**src/rtl/uart_pkg.sv**
```systemverilog
// UART shared definitions: FSM state encodings, parity selectors, default payload width.
// Latency: n/a (types and constants only).
// Backpressure: n/a.
package uart_pkg;

    localparam int UART_DATA_WIDTH = 8;

    localparam logic PAR_EVEN = 1'b0;
    localparam logic PAR_ODD  = 1'b1;

    // Encodings are shared with the RX FSM, so the values are pinned explicitly.
    typedef enum logic [2:0] {
        IDLE   = 3'b000,
        START  = 3'b001,
        DATA   = 3'b010,
        PARITY = 3'b011,
        STOP   = 3'b100
    } uart_state_e;

endpackage

```
**src/rtl/uart_tx_bit_timer.sv**
```systemverilog
// Bit timer: counts 0..P-1 repeatedly, P latched on load (0 treated as 1).
// Latency: count restarts at 0 on the edge after load; last_cycle is combinational from the count.
// Backpressure: none; free-runs every cycle.
module uart_tx_bit_timer #(
    parameter int PRESC_WIDTH = 6
) (
    input  logic                   clk,
    input  logic                   rst,
    input  logic                   load,
    input  logic [PRESC_WIDTH-1:0] presc,
    output logic                   last_cycle,
    output logic [PRESC_WIDTH-1:0] count
);

    logic [PRESC_WIDTH-1:0] count_q, count_d;
    logic [PRESC_WIDTH-1:0] presc_q, presc_d;
    logic [PRESC_WIDTH-1:0] presc_eff;

    // Effective period clamps a zero prescale to one cycle per bit; reload or wrap the count.
    always_comb begin
        presc_eff  = (presc_q == '0) ? PRESC_WIDTH'(1) : presc_q;
        last_cycle = (count_q == presc_eff - PRESC_WIDTH'(1));
        count_d    = last_cycle ? '0 : count_q + PRESC_WIDTH'(1);
        presc_d    = presc_q;
        if (load) begin
            count_d = '0;
            presc_d = presc;
        end
    end

    // Counter and latched period registers.
    always_ff @(posedge clk) begin
        if (!rst) begin
            count_q <= '0;
            presc_q <= '0;
        end else begin
            count_q <= count_d;
            presc_q <= presc_d;
        end
    end

    assign count = count_q;

endmodule

```
**src/rtl/uart_tx_fsm.sv**
```systemverilog
// UART transmitter: start, DATA_WIDTH data bits LSB first, optional parity, one stop bit.
// Latency: TX_OUT falls and busy rises on the edge after the accept cycle.
// Backpressure: DATA_VALID accepted only in IDLE or the last STOP cycle; otherwise dropped.
module uart_tx_fsm
    import uart_pkg::*;
#(
    parameter int DATA_WIDTH  = UART_DATA_WIDTH,
    parameter int PRESC_WIDTH = 6
) (
    input  logic                   clk,
    input  logic                   rst,
    input  logic [DATA_WIDTH-1:0]  P_DATA,
    input  logic                   DATA_VALID,
    input  logic                   PAR_EN,
    input  logic                   PAR_TYP,
    input  logic [PRESC_WIDTH-1:0] PRESCALE,
    output logic                   TX_OUT,
    output logic                   busy
);

    localparam int IDX_W = (DATA_WIDTH > 1) ? $clog2(DATA_WIDTH) : 1;

    uart_state_e            state_q, state_d;
    logic                   tx_q, tx_d;
    logic                   busy_q, busy_d;
    logic [DATA_WIDTH-1:0]  data_q, data_d;
    logic                   par_en_q, par_en_d;
    logic                   par_bit_q, par_bit_d;
    logic [IDX_W-1:0]       idx_q, idx_d;
    logic [IDX_W-1:0]       idx_nxt;
    logic                   accept;
    logic                   last_cycle;
    logic [PRESC_WIDTH-1:0] bit_cnt_unused;

    // Timer is reloaded on every accept so each frame uses the PRESCALE captured with it.
    uart_tx_bit_timer #(
        .PRESC_WIDTH (PRESC_WIDTH)
    ) u_bit_timer (
        .clk        (clk),
        .rst        (rst),
        .load       (accept),
        .presc      (PRESCALE),
        .last_cycle (last_cycle),
        .count      (bit_cnt_unused)
    );

    // Next-state, next-output and frame-capture logic; TX_OUT/busy are computed for the next state.
    always_comb begin
        accept    = DATA_VALID && ((state_q == IDLE) || ((state_q == STOP) && last_cycle));
        idx_nxt   = idx_q + IDX_W'(1);
        state_d   = state_q;
        tx_d      = tx_q;
        busy_d    = busy_q;
        data_d    = data_q;
        par_en_d  = par_en_q;
        par_bit_d = par_bit_q;
        idx_d     = idx_q;

        if (accept) begin
            data_d    = P_DATA;
            par_en_d  = PAR_EN;
            par_bit_d = (^P_DATA) ^ (PAR_TYP == PAR_ODD);
            idx_d     = '0;
        end

        case (state_q)
            IDLE: begin
                tx_d   = 1'b1;
                busy_d = 1'b0;
                if (accept) begin
                    state_d = START;
                    tx_d    = 1'b0;
                    busy_d  = 1'b1;
                end
            end
            START: begin
                if (last_cycle) begin
                    state_d = DATA;
                    idx_d   = '0;
                    tx_d    = data_q[0];
                end
            end
            DATA: begin
                if (last_cycle) begin
                    if (idx_q == IDX_W'(DATA_WIDTH - 1)) begin
                        if (par_en_q) begin
                            state_d = PARITY;
                            tx_d    = par_bit_q;
                        end else begin
                            state_d = STOP;
                            tx_d    = 1'b1;
                        end
                    end else begin
                        idx_d = idx_nxt;
                        tx_d  = data_q[idx_nxt];
                    end
                end
            end
            PARITY: begin
                if (last_cycle) begin
                    state_d = STOP;
                    tx_d    = 1'b1;
                end
            end
            STOP: begin
                if (last_cycle) begin
                    if (accept) begin
                        state_d = START;
                        tx_d    = 1'b0;
                        busy_d  = 1'b1;
                    end else begin
                        state_d = IDLE;
                        tx_d    = 1'b1;
                        busy_d  = 1'b0;
                    end
                end
            end
            default: begin
                state_d = IDLE;
                tx_d    = 1'b1;
                busy_d  = 1'b0;
            end
        endcase
    end

    // FSM state, registered outputs and latched frame contents.
    always_ff @(posedge clk) begin
        if (!rst) begin
            state_q   <= IDLE;
            tx_q      <= 1'b1;
            busy_q    <= 1'b0;
            data_q    <= '0;
            par_en_q  <= 1'b0;
            par_bit_q <= 1'b0;
            idx_q     <= '0;
        end else begin
            state_q   <= state_d;
            tx_q      <= tx_d;
            busy_q    <= busy_d;
            data_q    <= data_d;
            par_en_q  <= par_en_d;
            par_bit_q <= par_bit_d;
            idx_q     <= idx_d;
        end
    end

    assign TX_OUT = tx_q;
    assign busy   = busy_q;

endmodule

```
**config.mk**
```make
export PLATFORM = sky130hd
export DESIGN_NAME = uart_tx_fsm
export DESIGN_NICKNAME = d
export VERILOG_FILES = /design/src/rtl/uart_pkg.sv /design/src/rtl/uart_tx_bit_timer.sv /design/src/rtl/uart_tx_fsm.sv
export SDC_FILE = /design/constraint.sdc
export NUM_CORES = 1
export LEC_CHECK = 0
export ABC_AREA = 1
export CELL_PAD_IN_SITES_DETAIL_PLACEMENT = 1
export CELL_PAD_IN_SITES_GLOBAL_PLACEMENT = 1
export CORE_MARGIN = 2
export CORE_UTILIZATION = 39
export DETAILED_ROUTE_END_ITERATION = 8
export PLACE_DENSITY = 0.87
export SLEW_MARGIN = 10
export SYNTH_ARGS = -nofsm -noshare
export SYNTH_HDL_FRONTEND = slang
export SYNTH_SLANG_ARGS = --single-unit
```
**constraint.sdc**
```tcl
create_clock -name clk -period 2.1 [get_ports clk]
set_clock_uncertainty 0.15 [all_clocks]
set_input_delay 0.525 -clock clk [delete_from_list [all_inputs] [get_ports clk]]
set_output_delay 0.525 -clock clk [all_outputs]
set_load 0.005 [all_outputs]
```
# Yosys cells after proc, flatten, opt, wreduce, memory -nomap -nowiden
# Cells that the tools add are included.
dict set report totals {
  ff_bits 30
  inputBits 19
  output_inout_bits 2
}
dict set report classes {
  add_sub_neg 3
  n_lt_le_gt_ge 1
  n_eq_ne 12
  mux 28
  bitwise_logic 3
  n_reduce_logical 11
}
# cell n
set op_table {}
lappend op_table {{3-bit 2-to-1 mux} 11}
lappend op_table {{3-bit case mux with 5 select lines} 1}
lappend op_table {{2-bit inequality test, second input constant} 6}
lappend op_table {{1-bit 2-to-1 mux} 11}
lappend op_table {{8-bit parity} 1}
lappend op_table {{6-bit by 1-bit adder with 6-bit output, second input constant} 1}
lappend op_table {{3-bit by 2-bit == test with 1-bit output, second input constant} 2}
lappend op_table {{3-bit == test, second input constant} 2}
lappend op_table {{6-bit == test} 1}
lappend op_table {{6-bit logical NOT} 1}
lappend op_table {{6-bit 2-to-1 mux} 1}
lappend op_table {{3-bit case mux with 2 select lines} 1}
lappend op_table {{6-bit AND reduction} 1}
lappend op_table {{3-bit OR reduction} 2}
lappend op_table {{6-bit by 1-bit subtractor with 6-bit output, second input constant} 1}
lappend op_table {{1-bit case mux with 5 select lines} 1}
lappend op_table {{3-bit by 4-bit < comparator with 1-bit output, second input constant} 1}
lappend op_table {{4-bit AND reduction} 1}
lappend op_table {{3-bit by 1-bit adder with 3-bit output, second input constant} 1}
lappend op_table {{1-bit binary-select mux with 3-bit select} 1}
lappend op_table {{3-bit by 1-bit == test with 1-bit output, second input constant} 1}
lappend op_table {{3-bit logical NOT} 1}
lappend op_table {{1-bit case mux with 3 select lines} 1}
lappend op_table {{1-bit logical AND} 2}
lappend op_table {{4 further kinds} 5}

# Depth between registers and ports, before layout
dict set report logic_depth {
  word_depth 11
  ltp_mapped 16
  ltp_nobuf 15
}

# Modules after synthesis
# Synthesis repeated with hierarchy kept, for this count alone.
dict set report unflattened {
  hier_cells 259
  hier_area_um2 1744.2
}
# mod n_inst cells_each area_per_inst_um2
set modules_own_cells {}
lappend modules_own_cells {uart_tx_fsm 1 163 1087.3}
lappend modules_own_cells {uart_tx_bit_timer 1 96 656.9}

# Least setup slack after synthesis
# OpenSTA, ideal clock, no wires.
dict set report synth_path {
  path_kind {reg-to-reg}
  from {register u_bit_timer.presc_q[1]}
  to {register tx_q (netlist: TX_OUT)}
  setup_time_ns 0.127
  t_arrival_ns 1.520
  t_required_ns 1.823
  path_slack_ns 0.303
  stages_incl_launch_ff 13
  synth_period_minus_slack_ns 1.797
  cell_sequence {dfxtp_1 nor2_2 nand4_1 xnor2_1 nor2_2 nand2_4 nand2_4 nand2_4 buf_6 nand2_2 nand3_2 nand2_2 nand3_2}
}
dict set report synth_between {
  elab_chain_len 10
  word_cells_on_any_way 15
  cone_classes {1 x add/sub; 5 x eq/ne; 4 x mux; 5 x reduce/logical}
}
# element line_no
set synth_rtl {}
lappend synth_rtl {{from (decl)} uart_tx_bit_timer.sv:16} ;# logic [PRESC_WIDTH-1:0] presc_q, presc_d;
lappend synth_rtl {{from (signal assigned)} uart_tx_bit_timer.sv:38} ;# presc_q <= presc_d;
lappend synth_rtl {{6-bit logical NOT} uart_tx_bit_timer.sv:21} ;# presc_eff = (presc_q == '0) ? PRESC_WIDTH'(1) : presc_q;
lappend synth_rtl {{6-bit 2-to-1 mux *} uart_tx_bit_timer.sv:21}
lappend synth_rtl {{6-bit by 1-bit subtractor with 6-bit output *} uart_tx_bit_timer.sv:22} ;# last_cycle = (count_q == presc_eff - PRESC_WIDTH'(1));
lappend synth_rtl {{6-bit == test *} uart_tx_bit_timer.sv:22}
lappend synth_rtl {{1-bit logical AND} uart_tx_fsm.sv:49} ;# accept = DATA_VALID && ((state_q == IDLE) || ((state_q == STOP) && last_cycle));
lappend synth_rtl {{1-bit logical OR} uart_tx_fsm.sv:49}
lappend synth_rtl {{1-bit logical AND} uart_tx_fsm.sv:49}
lappend synth_rtl {{1-bit 2-to-1 mux} {uart_tx_fsm.sv:70, uart_tx_fsm.sv:107}}
lappend synth_rtl {{1-bit 2-to-1 mux} uart_tx_fsm.sv:106} ;# if (last_cycle) begin
lappend synth_rtl {{1-bit case mux with 5 select lines} uart_tx_fsm.sv:66} ;# case (state_q)
lappend synth_rtl {{to (signal assigned)} uart_tx_fsm.sv:138} ;# tx_q <= tx_d;
lappend synth_rtl {{to (decl)} uart_tx_fsm.sv:24} ;# logic tx_q, tx_d;
# Mark *: on every way between the ends. The rest lies on a longest branch, timed or not. The select of a mux whose other input is x is not followed.
# A chain may end at the register's enable or synchronous reset.

# Worst setup path after layout
dict set report layout_path {
  from {register u_bit_timer.presc_q[4]}
  to {register u_bit_timer.presc_q[1]}
}
dict set report layout_between {
  elab_chain_len 7
}
# element line_no
set layout_rtl {}
lappend layout_rtl {{6-bit logical NOT} uart_tx_bit_timer.sv:21}
lappend layout_rtl {{6-bit 2-to-1 mux *} uart_tx_bit_timer.sv:21}
lappend layout_rtl {{6-bit by 1-bit subtractor with 6-bit output *} uart_tx_bit_timer.sv:22}
lappend layout_rtl {{6-bit == test *} uart_tx_bit_timer.sv:22}
lappend layout_rtl {{1-bit logical AND *} uart_tx_fsm.sv:49}
lappend layout_rtl {{1-bit logical OR *} uart_tx_fsm.sv:49}
lappend layout_rtl {{1-bit logical AND *} uart_tx_fsm.sv:49}
# Mark *: on every way between the ends. The rest lies on a longest branch, timed or not.

==> flow_metrics.tcl <==
set metrics [dict create \
    seq_area_sq_um 613 \
    portBuffers 20 \
    clk_latency_ps 290 \
    seqPwrFrac 0.299 \
    powerDensity_nw_per_um2 1320 \
    slew_viol_final 0 \
    cts_root_buffer "clkbuf_8" \
    synth-seq-cells 30 \
    ys_seq_area_frac 0.355 \
    die-height_um 69.9 \
    syn-num-nets 266 \
    internal-power_uw 1640 \
    swShare 0.446 \
    hp-class "flop to flop" \
    layout.nets 300 \
    synth_area_sq_um 1690 \
    p_total_uw 2960 \
    drc 0 \
    cp_data_required_time_ps 2120 \
    finalCoreUtilization 0.550 \
    synth_top_flop_cell "dfxtp_1" \
    synth_top_area_share 0.355 \
    areaGrowthSynthToFinish_pct 32.7 \
    top_layer "met4" \
    ir_drop_mv 0.513 \
    vias 1687 \
    antennaDiodeCount 0 \
    synth_edf_count 0 \
    io_pins 21 \
    rows 23 \
    path_class "flop to flop" \
    slew_headroom 0.680 \
    post-place-ws_ps -62.7 \
    globalplace.congestion 0.766 \
    initial_core_util 0.415 \
    crit_arrival_ps 2050 \
    cts-htree-levels 2 \
    dp_hpwl_mm 3.38 \
    cp-end-kind "flop" \
    setup_violations 0 \
    numCtsBuffers 5 \
    drt-met1-wl_mm 2.16 \
    drv_cap 0 \
    comb_power_share 0.510 \
    fmax_mhz 493 \
    hold_viol 0 \
    clk_pin_slew_ps 60 \
    clock-sinks 30 \
    met2_wirelength_mm 2.77 \
    grt-ovfl-total 0 \
    avgRoutedWirePerCell_um 15.7 \
    met3_length_um 121 \
    detail_route.iter0.violations 76 \
    die_area_sq_um 4890 \
    synth_cells 244 \
    worst_slack_ps 72.8 \
    synth_area_per_cell_sq_um 6.94 \
    ys_warn_count 0 \
    grt_pass1_vias 1760 \
    tightest_slew_ps 479 \
    grt_usage 0.213 \
    rsz0062_at_grt "yes" \
    clock_power_share 0.190 \
    synth_most_common_cell "nand2_1" \
    ys_top_cells_by_area "dfxtp_1 (35%), nand2_1 (11%), nor2_1 (8.4%), o21ai_0 (7.4%), inv_1 (6.4%)" \
    synth_area_leader_cell "dfxtp_1" \
    via_per_inst 5.13 \
    min_period_ps 2030 \
    ant_nets 0 \
    core_sq_um 4090 \
    drt-total-wl_mm 5.15 \
    p_sw_uw 1320 \
    dr.pass1.iters 4 \
    finalCritPeriodShare 0.965 \
    synth_cell_type_count 27 \
    antenna_found_initial 0 \
    cp-start-kind "flop" \
    async_reset_ff_frac 0 \
    multi_input_area_sq_um 1070 \
    drive_above_1_share 0.219 \
    clk_path_buf_depth 2 \
    ys_top_cells_by_count "nand2_1 (48), nor2_1 (38), dfxtp_1 (30), inv_1 (29), o21ai_0 (25)" \
    fin_setup_tns_ps 0 \
    die_w_um 69.9 \
    grt_pass1_wl_mm 8.14 \
    cts_hold_buf 0 \
    status "completed" \
    grt_max_degree 17 \
    cts_tree "built" \
    power.leakage_uw 0.000963 \
    worstPathMaxFanout 7 \
    fill_cells 533 \
]
[routing by layer]
| layer | GRT usage | up-vias |
|---|---|---|
| met3 | 0.0390 | 9 |
| met1 | 0.236 | 802 |
| met5 | 0 | - |
| li1 | - | 855 |
| met4 | 0.0769 | 0 |
| met2 | 0.401 | 21 |
[area by class of cell]
class | instances | area share
clock buffer | 8 | 0.0490
timing repair buffer | 30 | 0.126
inverter | 29 | 0.0501
tap | 50 | 0.0278
multi-input combinational | 182 | 0.475
sequential | 30 | 0.273
[power by group through the flow]
stage	logic, uW	registers [uW]	clock network (uW)
after floorplan	929	818	0
after global placement	1150	848	0
after detailed placement	1200	857	0
after CTS	1270	848	565
after global routing	1690	908	590
final	1510	886	563
[cell usage in the layout, fill, tap and decap left out, drive strengths merged]
master,n
ha,3
o21ai,27
nand4,3
o22ai,2
dfxtp,30
buf,10
nand3,17
clkdlybuf4s50,20
nor3b,1
nor2,42
inv,28
xnor2,6
o311ai,1
a21oi,14
clkinvlp,1
nand3b,1
nand2,55
xor2,8
nor3,1
clkbuf,8
or2,1
[cells by family after synthesis]
| logic type | share of synthesized area |
|---|---|
| adder cells (fa/ha/maj) | 0.0222 |
| XOR/XNOR | 0.0724 |
| buffers and inverters | 0.0864 |
| flip-flops | 0.355 |
| AND/OR/NAND/NOR | 0.331 |
| AO/OA/AOI/OAI | 0.134 |
[what timing repair did]
| action | 4_1_cts | 5_1_grt |
|---|---|---|
| pin swaps | 3 | 10 |
| gates cloned | 1 | 1 |
| setup buffers | 0 | 3 |
| endpoints found under the setup margin | 15 | 30 |
| gates resized for setup | 3 | 38 |
[final timing paths]
kind,slack [ps],depth (start not counted),end,startpoint
setup / recovery,70,10,u_bit_timer.presc_q[1]$_SDFFE_PN0P_,u_bit_timer.presc_q[4]$_SDFFE_PN0P_
hold / removal,320,2,data_q[4]$_SDFFE_PN0P_,data_q[4]$_SDFFE_PN0P_
setup reg to reg,70,10,u_bit_timer.presc_q[1]$_SDFFE_PN0P_,u_bit_timer.presc_q[4]$_SDFFE_PN0P_
hold reg to reg,320,2,data_q[4]$_SDFFE_PN0P_,data_q[4]$_SDFFE_PN0P_
[registers in the layout (all words and copies together), names as in the netlist]
name	cells
data_q	8
u_bit_timer.count	6
u_bit_timer.presc_q	6
idx_q	3
state_q	3
TX_OUT	1
busy	1
par_bit_q	1
par_en_q	1
[metrics by stage]
step / instances / area (sq um) / hold slack [ps]
2_1_floorplan: 244 / 1690 / 279
3_3_place_gp: 316 / 1970 / 295
3_5_place_dp: 316 / 1970 / 306
4_1_cts: 325 / 2110 / 316
5_1_grt: 329 / 2250 / 341
6_report: 329 / 2250 / 318
[worst max-delay path, cell delays in order (launching register included)]
cell     delay [ps]
dfxtp_4         360
nor2_4          130
nand4_1         220
xnor2_2         220
nor2_4          130
nand2_4          90
nand2_8         100
nand2_8          90
buf_8           160
o21ai_0         190
a21oi_1          70
(Power assumes the default switching activity.)
